--- src/rtl/pipe_stage_skid.sv ---
// ---------------------------------------------------------------------------
// pipe_stage_skid
// Generic pipeline stage register (PC, PC+4, instruction, sideband) with a
// full valid/ready handshake backed by a two-entry skid buffer.  in_ready is
// derived only from the state register, so it never combinationally depends
// on out_ready or suspend.  The stage also supports a hazard suspend, which
// blocks output transfer, and a branch-redirect flush, which kills all held
// entries.
//
// Optional feature: define PIPE_STAGE_PERF_EN to build the saturating
// stall-cycle and flush counters.  Without the macro both perf ports are
// tied to zero and no counter logic exists.
// ---------------------------------------------------------------------------
module pipe_stage_skid #(
  parameter int unsigned PC_W       = 32,
  parameter int unsigned INST_W     = 32,
  parameter int unsigned SIDE_W     = 8,
  parameter logic [31:0] RESET_INST = 32'h00000013
) (
  input  logic              cpu_clk,
  input  logic              cpu_rstn,
  input  logic              flush,
  input  logic              suspend,
  input  logic              valid_in,
  output logic              in_ready,
  input  logic [PC_W-1:0]   pc_in,
  input  logic [PC_W-1:0]   pc4_in,
  input  logic [INST_W-1:0] inst_in,
  input  logic [SIDE_W-1:0] side_in,
  output logic              valid_out,
  input  logic              out_ready,
  output logic [PC_W-1:0]   pc_out,
  output logic [PC_W-1:0]   pc4_out,
  output logic [INST_W-1:0] inst_out,
  output logic [SIDE_W-1:0] side_out,
  output logic [31:0]       perf_stall_cnt,
  output logic [31:0]       perf_flush_cnt
);

  // RESET_INST sized to the instruction field (truncated or zero-extended).
  localparam logic [INST_W-1:0] ResetInst = INST_W'(RESET_INST);

  // EMPTY: nothing held, FULL: main entry held, SKID: main and skid held.
  typedef enum logic [1:0] {
    EMPTY = 2'd0,
    FULL  = 2'd1,
    SKID  = 2'd2
  } state_e;

  state_e state_q, state_d;

  // Main entry drives the outputs; skid entry holds one overflow beat.
  logic [PC_W-1:0]   mainPc_q,   skidPc_q;
  logic [PC_W-1:0]   mainPc4_q,  skidPc4_q;
  logic [INST_W-1:0] mainInst_q, skidInst_q;
  logic [SIDE_W-1:0] mainSide_q, skidSide_q;

  logic fireIn;
  logic fireOut;
  logic loadMainFromIn;
  logic loadMainFromSkid;
  logic loadSkid;

  // Handshake terms; suspend behaves exactly like a deasserted out_ready.
  assign in_ready  = (state_q != SKID);
  assign valid_out = (state_q != EMPTY);
  assign fireIn    = valid_in & in_ready;
  assign fireOut   = valid_out & out_ready & ~suspend;

  assign pc_out   = mainPc_q;
  assign pc4_out  = mainPc4_q;
  assign inst_out = mainInst_q;
  assign side_out = mainSide_q;

  // Next-state and data-load decode; flush overrides everything and also
  // suppresses data loads so the registers keep their previous contents.
  always_comb begin
    state_d          = state_q;
    loadMainFromIn   = 1'b0;
    loadMainFromSkid = 1'b0;
    loadSkid         = 1'b0;
    unique case (state_q)
      EMPTY: begin
        if (fireIn) begin
          state_d        = FULL;
          loadMainFromIn = 1'b1;
        end
      end
      FULL: begin
        if (fireIn && fireOut) begin
          state_d        = FULL;
          loadMainFromIn = 1'b1;
        end else if (fireIn) begin
          state_d  = SKID;
          loadSkid = 1'b1;
        end else if (fireOut) begin
          state_d = EMPTY;
        end
      end
      SKID: begin
        if (fireOut) begin
          state_d          = FULL;
          loadMainFromSkid = 1'b1;
        end
      end
      default: begin
        state_d = EMPTY;
      end
    endcase
    if (flush) begin
      state_d          = EMPTY;
      loadMainFromIn   = 1'b0;
      loadMainFromSkid = 1'b0;
      loadSkid         = 1'b0;
    end
  end

  // State register, cleared asynchronously to EMPTY.
  always_ff @(posedge cpu_clk or negedge cpu_rstn) begin
    if (!cpu_rstn) begin
      state_q <= EMPTY;
    end else begin
      state_q <= state_d;
    end
  end

  // Main entry: loads a fresh beat or drains the skid entry forward.
  always_ff @(posedge cpu_clk or negedge cpu_rstn) begin
    if (!cpu_rstn) begin
      mainPc_q   <= '0;
      mainPc4_q  <= '0;
      mainInst_q <= ResetInst;
      mainSide_q <= '0;
    end else if (loadMainFromIn) begin
      mainPc_q   <= pc_in;
      mainPc4_q  <= pc4_in;
      mainInst_q <= inst_in;
      mainSide_q <= side_in;
    end else if (loadMainFromSkid) begin
      mainPc_q   <= skidPc_q;
      mainPc4_q  <= skidPc4_q;
      mainInst_q <= skidInst_q;
      mainSide_q <= skidSide_q;
    end
  end

  // Skid entry: captures the beat accepted while the output is blocked.
  always_ff @(posedge cpu_clk or negedge cpu_rstn) begin
    if (!cpu_rstn) begin
      skidPc_q   <= '0;
      skidPc4_q  <= '0;
      skidInst_q <= ResetInst;
      skidSide_q <= '0;
    end else if (loadSkid) begin
      skidPc_q   <= pc_in;
      skidPc4_q  <= pc4_in;
      skidInst_q <= inst_in;
      skidSide_q <= side_in;
    end
  end

`ifdef PIPE_STAGE_PERF_EN
  logic [31:0] stallCnt_q, stallCnt_d;
  logic [31:0] flushCnt_q, flushCnt_d;

  // Saturating counters: a stall is a held beat that did not leave this
  // cycle (flush cycles excluded); a flush counts only if it killed data.
  always_comb begin
    stallCnt_d = stallCnt_q;
    flushCnt_d = flushCnt_q;
    if (valid_out && !fireOut && !flush && (stallCnt_q != 32'hFFFF_FFFF)) begin
      stallCnt_d = stallCnt_q + 32'd1;
    end
    if (flush && valid_out && (flushCnt_q != 32'hFFFF_FFFF)) begin
      flushCnt_d = flushCnt_q + 32'd1;
    end
  end

  // Counter registers, cleared only by reset.
  always_ff @(posedge cpu_clk or negedge cpu_rstn) begin
    if (!cpu_rstn) begin
      stallCnt_q <= '0;
      flushCnt_q <= '0;
    end else begin
      stallCnt_q <= stallCnt_d;
      flushCnt_q <= flushCnt_d;
    end
  end

  assign perf_stall_cnt = stallCnt_q;
  assign perf_flush_cnt = flushCnt_q;
`else
  assign perf_stall_cnt = 32'h0;
  assign perf_flush_cnt = 32'h0;
`endif

endmodule
--- config.mk ---
export PLATFORM = sky130hd
export DESIGN_NAME = pipe_stage_skid
export DESIGN_NICKNAME = d
export VERILOG_FILES = /design/src/rtl/pipe_stage_skid.sv
export SDC_FILE = /design/constraint.sdc
export NUM_CORES = 1
export LEC_CHECK = 0
export CORE_ASPECT_RATIO = 1.1
export CORE_MARGIN = 2
export CORE_UTILIZATION = 30
export CTS_CLUSTER_SIZE = 14
export DETAILED_ROUTE_END_ITERATION = 6
export SETUP_SLACK_MARGIN = 0.15
export SLEW_MARGIN = 10
export SYNTH_ARGS = -nofsm -noshare
export SYNTH_HDL_FRONTEND = slang
export SYNTH_SLANG_ARGS = --single-unit
--- constraint.sdc ---
create_clock -name cpu_clk -period 2.3 [get_ports cpu_clk]
set_clock_uncertainty 0.05 [all_clocks]
set_input_delay 0.575 -clock cpu_clk [delete_from_list [all_inputs] [get_ports cpu_clk]]
set_output_delay 0.575 -clock cpu_clk [all_outputs]
set_load 0.01 [all_outputs]
==> metrics.txt, run 1 <==
FP Rows=between 70 and 80; Synth area leaders=dfrtp_1, mux2_4, a211oi_1; Avg Inst Size Synth=11.4 sq um; outcome=completed; highest clock rate=0.462 GHz; commonest non-fill, non-tap cells in the layout=dfrtp_1, clkdlybuf4s50_1, a211oi_1; total of max-cap violations=0; top_reg_cell synth=dfrtp_1; Die Ht=~200 um; DP Worst Slack=-0.365 ns; Critical Path Sink Type=flop; number of nets with antenna violations after detailed routing=0; DR vias=between 8000 and 9000; Rel. slew slack=between 60% and 70%; share of post-route cells with drive strength above 1=18.5%; register area share after synthesis=~50%; core area=34300 sq um; Yosys reg bits=210; unique cell type count in the Yosys netlist=26; CP Launch Type=input port; reg2reg start=state_q[1]; Required @ worst endpoint=about 2.7 ns; starting density of the core=30.4%; root buffer cell=clkbuf_16; critical path arrival=2.51 ns; Hold WC Path Type=reg2reg; largest buffer count on any clock path=3; wire per inst=20.3 um; cell taking the most area after synthesis=dfrtp_1; HPWL after DPL=about 19000 um; DRC violations left=0; Mapped Area=around 10000 sq um; RSZ-0062 raised after global routing=yes; count of input and output buffers=215; most common cell after layout, fill and taps aside=dfrtp_1; WL final=roughly 32000 um; R2R setup slack=around 0.16 ns; vias per inst=approximately 5.3; clock sinks=210; cell count after placement=1502; # H-tree levels=1; pwr dens=875 nW/um^2; setup TNS=0 ns; Post-synth EDFFs=0; min-delay src=skidSide_q[4]; vias in the first global route=slightly above 8000; Placer Congestion=between 0.7 and 0.8; PnR worst setup slack=roughly 0.13 ns; fin cells=approximately 1600; die width=approximately 180 um; first-pass GRT wire length=between 40000 and 50000 um; Layout Nets=between 1000 and 1500; final hold violations=0; Max IR drop VDD=roughly 0.00050 V; Slew @ Worst Pin=0.586 ns; initial antenna violation count=3; die area=roughly 36000 sq um; synthesis-to-layout area growth=32.2%; WHS Path Cells=1; GRT Util Overall=between 10% and 20%; CTS Buf Count=25; r2r worst-path depth=4; number of iterations in the first detailed-routing pass=5; Setup CP Type=in2reg; I/O pins=280; Period Utilization, post-route=between 90% and 100%; hold worst-path end=skidSide_q[4]; 1st-iter DRT viols=~680; crit-path max FO=57; # fillers=about 3300; largest net degree at the start of global routing=151; Remaining Overflow, GRT=0; Clk Latency, worst-skew pair=between 0.5 and 0.6 ns; Post-Syn Instances=916; Yosys top cell area share=about half; CTS tree=built; RR Endpoint=skidPc4_q[28]; clock slew at reported path FFs=~0.050 ns; Tmin final=roughly 2.2 ns; static leakage=0.00544 uW; Setup violations, final=0; YS warnings=0; Max Slew Vio Count=0; asr flop ratio synth=100%
[layout make-up]
type | count | area [sq um] | share of cell area [%]
antenna | 3 | 7.51 | 0.0544
clock buffer | 34 | 719 | 5.21
clock inverter | 11 | 70.1 | 0.507
inverter | 1 | 3.75 | 0.0272
multi-input combinational | 599 | 4510 | 32.7
sequential | 210 | 5270 | 38.1
tap | 438 | 548 | 3.97
timing repair buffer | 257 | 2680 | 19.4
[logic make-up (layout without fill, tap and decap cells)]
logic type,count (synthesis),count (layout),synth area share (%)
flip-flops,210,210,50.4
other,1,67,0.0359
multiplexers,104,104,13.4
AO/OA/AOI/OAI,317,317,19.0
AND/OR/NAND/NOR,114,114,8.17
buffers and inverters,170,303,8.98
[flip-flops by register name, indices dropped and copies added, names as in the netlist]
| name | cells |
|---|---|
| skidPc_q | 32 |
| inst_out | 32 |
| state_q | 2 |
| pc4_out | 32 |
| skidPc4_q | 32 |
| pc_out | 32 |
| side_out | 8 |
| skidInst_q | 32 |
| skidSide_q | 8 |
[worst max-delay path by stage]
stage / cells past startpoint / endpoint / from / slack (ns)
4_1_cts: 2 / valid_out / state_q[0] / 0.15
3_5_place_dp: 5 / skidPc4_q[22] / valid_in / -0.36
5_1_grt: 5 / skidPc4_q[28] / valid_in / 0.12
3_3_place_gp: 5 / skidPc4_q[28] / valid_in / -0.35
6_report: 5 / skidPc4_q[28] / valid_in / 0.13
2_1_floorplan: 7 / skidPc4_q[10] / flush / 0.03
[per-layer routing]
metal  vias up  global-route usage, %  part of all wire [%]
li1       3677                      -                     -
met1      4143                   23.0                    43
met2       308                   27.2                    48
met3        51                   2.77                   5.7
met4         0                   5.97                   2.8
met5         -                      0                     0
[what timing repair did]
| item | in CTS | in global routing |
|---|---|---|
| setup endpoints to repair | 7 | 39 |
| hold buffers | 1 | 0 |
| buffers inserted | 0 | 2 |
| gates resized for setup | 14 | 10 |
| endpoints found under the hold margin | 4 | 0 |
[critical path, cell delays in order]
cell and delay (ns):
clkdlybuf4s50_1 0.48, or3b_4 0.38, or3b_4 0.42, buf_12 0.23
mux2_4 0.36
[report_power, final]
part | switching, uW | leakage (uW) | internal [uW] | total (uW)
logic | 1260 | 0.00263 | 1770 | 3030
registers | 544 | 0.00242 | 4700 | 5240
clock network | 1630 | 0.000387 | 2190 | 3820
total | 3430 | 0.00544 | 8650 | 12100
[through the flow]
stage / power (uW) / utilization, % / cell area, sq um / hold slack, ns
after floorplan: 6830 / - / 10700 / 0.229
after global placement: 8250 / 37.8 / 13000 / 0.437
after detailed placement: 8330 / 37.8 / 13000 / 0.444
after CTS: 12200 / 40.1 / 13800 / 0.456
after global routing: 12700 / 40.3 / 13800 / 0.466
final: 12100 / 40.3 / 13800 / 0.455
[cells in the mapped netlist (2+ instances only)]
cell type and count:
buf_4 64, a211oi_1 106, buf_1 5, nand2b_1 2, clkbuf_1 88, o21ai_0 104
mux2_4 60, dfstp_2 6, mux2_2 44, buf_2 5, or3b_1 2, buf_6 7
nand3b_1 104, dfrtp_1 204, a31oi_1 104
(Power assumes the default switching activity.)
==> run 2: changes to the inputs <==
==> constraint.sdc (replaced) <==
create_clock -name cpu_clk -period 2.12 [get_ports cpu_clk]
set_clock_uncertainty 0.05 [all_clocks]
set_input_delay 0.53 -clock cpu_clk [delete_from_list [all_inputs] [get_ports cpu_clk]]
set_output_delay 0.53 -clock cpu_clk [all_outputs]
set_load 0.01 [all_outputs]
==> metrics.txt, run 2 (synthesis results as in run 1) <==
outcome=completed; DRC violations left=0 (unchanged); GRT Util Overall=17.1% (+0.26 points); vias in the first global route=8202 (-0.17%); final hold violations=0 (unchanged); highest clock rate=roughly 0.47 GHz; core area=34300 sq um (unchanged); Setup CP Type=reg2reg; number of iterations in the first detailed-routing pass=5 (unchanged); Multi-input gate area=4620 sq um (+2.4%); largest buffer count on any clock path=3 (unchanged); Max Slew Vio Count=0 (unchanged); HPWL after DPL=19200 um (+1.1%); die area=36300 sq um (unchanged); most common cell after layout, fill and taps aside=dfrtp_1; Die Ht=200 um (unchanged); Remaining Overflow, GRT=0 (unchanged); cell count after placement=1505 (+0.20%); DP Area=13000 sq um (+0.27%); first-pass GRT wire length=49600 um (+1.3%); CP peak stage delay=0.51 ns (+0.03 ns); # fillers=3279 (+0.55%); crit-path max FO=11 (-81%); pwr dens=940 nW/um^2 (+7.4%); slowest CP cell=or3b_4; fin cells=1565 (+0.77%); Layout Nets=1217 (+1.1%); clock slew at reported path FFs=0.06 ns (about the same); number of nets with antenna violations after detailed routing=0 (unchanged); RSZ-0062 raised after global routing=yes; I/O pins=280 (unchanged); critical path arrival=2.47 ns (-0.04 ns); CP Launch Type=flop; wire per inst=21.0 um (+3.6%); static leakage=0.00579 uW (+6.4%); final instance area=14100 sq um (+2.5%); largest net degree at the start of global routing=109 (-28%); R2R setup slack=0.005 ns (-0.16 ns); vias per inst=5.30 (+0.60%); WL final=32900 um (+4.4%); 1st-iter DRT viols=614 (-9.6%); count of input and output buffers=215 (unchanged); worst path cell trace=or3b_4, or3b_4, bufbuf_16, mux2_4; synthesis-to-layout area growth=35.5%; Buffers & Inverters on Critical Path=1 (-1); DR vias=8292 (+1.4%); Top Family by Delay on Critical Path=simple AND/OR/NAND/NOR gates; Clk Latency, worst-skew pair=0.52 ns (-0.02 ns); Slew @ Worst Pin=0.928 ns (+0.342 ns); Reg area=5270 sq um (unchanged); Max IR drop VDD=0.000530 V (+5.6%); starting density of the core=30.4% (unchanged); share of post-route cells with drive strength above 1=18.8% (+0.32 points); Placer Congestion=0.762 (+3.0%); Hold WC Path Type=in2reg; initial antenna violation count=3 (unchanged); setup TNS=0 ns (unchanged); Rel. slew slack=38.1% (-23 points); CTS Buf Count=25 (unchanged); die width=182 um (unchanged); Period Utilization, post-route=between 90% and 100%; commonest non-fill, non-tap cells in the layout=dfrtp_1, a211oi_1, clkdlybuf4s50_1; total of max-cap violations=0 (unchanged); FP Rows=71 (unchanged); CTS tree=built; Setup violations, final=0 (unchanged); Required @ worst endpoint=2.47 ns (-0.18 ns); most frequent CP cell=or3b_4; # H-tree levels=1 (unchanged); Tmin final=around 2.1 ns; Critical Path Sink Type=flop; root buffer cell=clkbuf_16; clock sinks=210 (unchanged)
run 2: changes by cell type in the layout (fill, tap and decap cells not counted), sizes merged, moves of 3 or more:
cell	delta
clkdlybuf4s50	-95
clkinvlp	-3
dlygate4sd2	+99
clkinv	-7
clkbuf	+12
buf	+6
dlymetal6s2s	-4
bufinv	+3
run 2: final cells by class:
cell class,instances,area share (%)
Multi-Input combinational cell,600,32.7
Clock buffer,42,5.30
Inverter,1,0.0265
Timing Repair Buffer,269,20.2
Sequential cell,210,37.2
Tap cell,438,3.87
Clock inverter,3,0.637
Antenna cell,2,0.0354
run 2: final timing paths:
path,from,end,cells past startpoint
setup reg to reg,state_q[1],skidPc_q[21],4
hold reg to reg,skidInst_q[18],skidInst_q[18],1
hold / removal,valid_in,state_q[1],4
min in group asynchronous,cpu_rstn,pc_out[26],2
setup / recovery,state_q[1],skidPc_q[21],4
max in group asynchronous,cpu_rstn,skidInst_q[4],3
run 2: through the flow:
stage	worst slack, ns	hold WS, ns	util [%]	total power, uW
finish	0.00484	0.393	41.3	13300
floorplan	-0.102	0.184	-	7410
CTS	-0.0686	0.457	40.7	13300
global placement	-0.462	0.438	38.0	8960
detailed placement	-0.463	0.443	38.0	9040
global route	-0.0236	0.406	41.3	13900
run 2: metal layers:
metal | wire, um | vias to the layer above | track usage, %
met2 | 15600 | 263 | 27.5
met3 | 1550 | 64 | 2.62
met4 | 1140 | 2 | 6.84
li1 | - | 3708 | -
met5 | 12 | - | 0
met1 | 14600 | 4255 | 23.3
run 2: repair_timing:
item | CTS | global route
setup buffers | 1 | 2
gates cloned | 4 | 5
pin swaps | 0 | 3
hold endpoints to repair | 44 | 0
resized for setup | 130 | 29
hold buffers | 1 | 0
setup endpoints to repair | 249 | 207
run 2: power by group:
| group | internal (uW) | total (uW) | switching [uW] | leakage, uW |
|---|---|---|---|---|
| registers | 5100 | 5690 | 589 | 0.00242 |
| logic | 1760 | 3150 | 1390 | 0.00296 |
| clock network | 2750 | 4460 | 1710 | 0.000407 |
run 2: worst reg2reg max path, cell delays in order, from the launching register on:
cell and delay (ns):
dfrtp_2 0.41, or3b_4 0.40, or3b_4 0.51, bufbuf_16 0.33, mux2_4 0.29
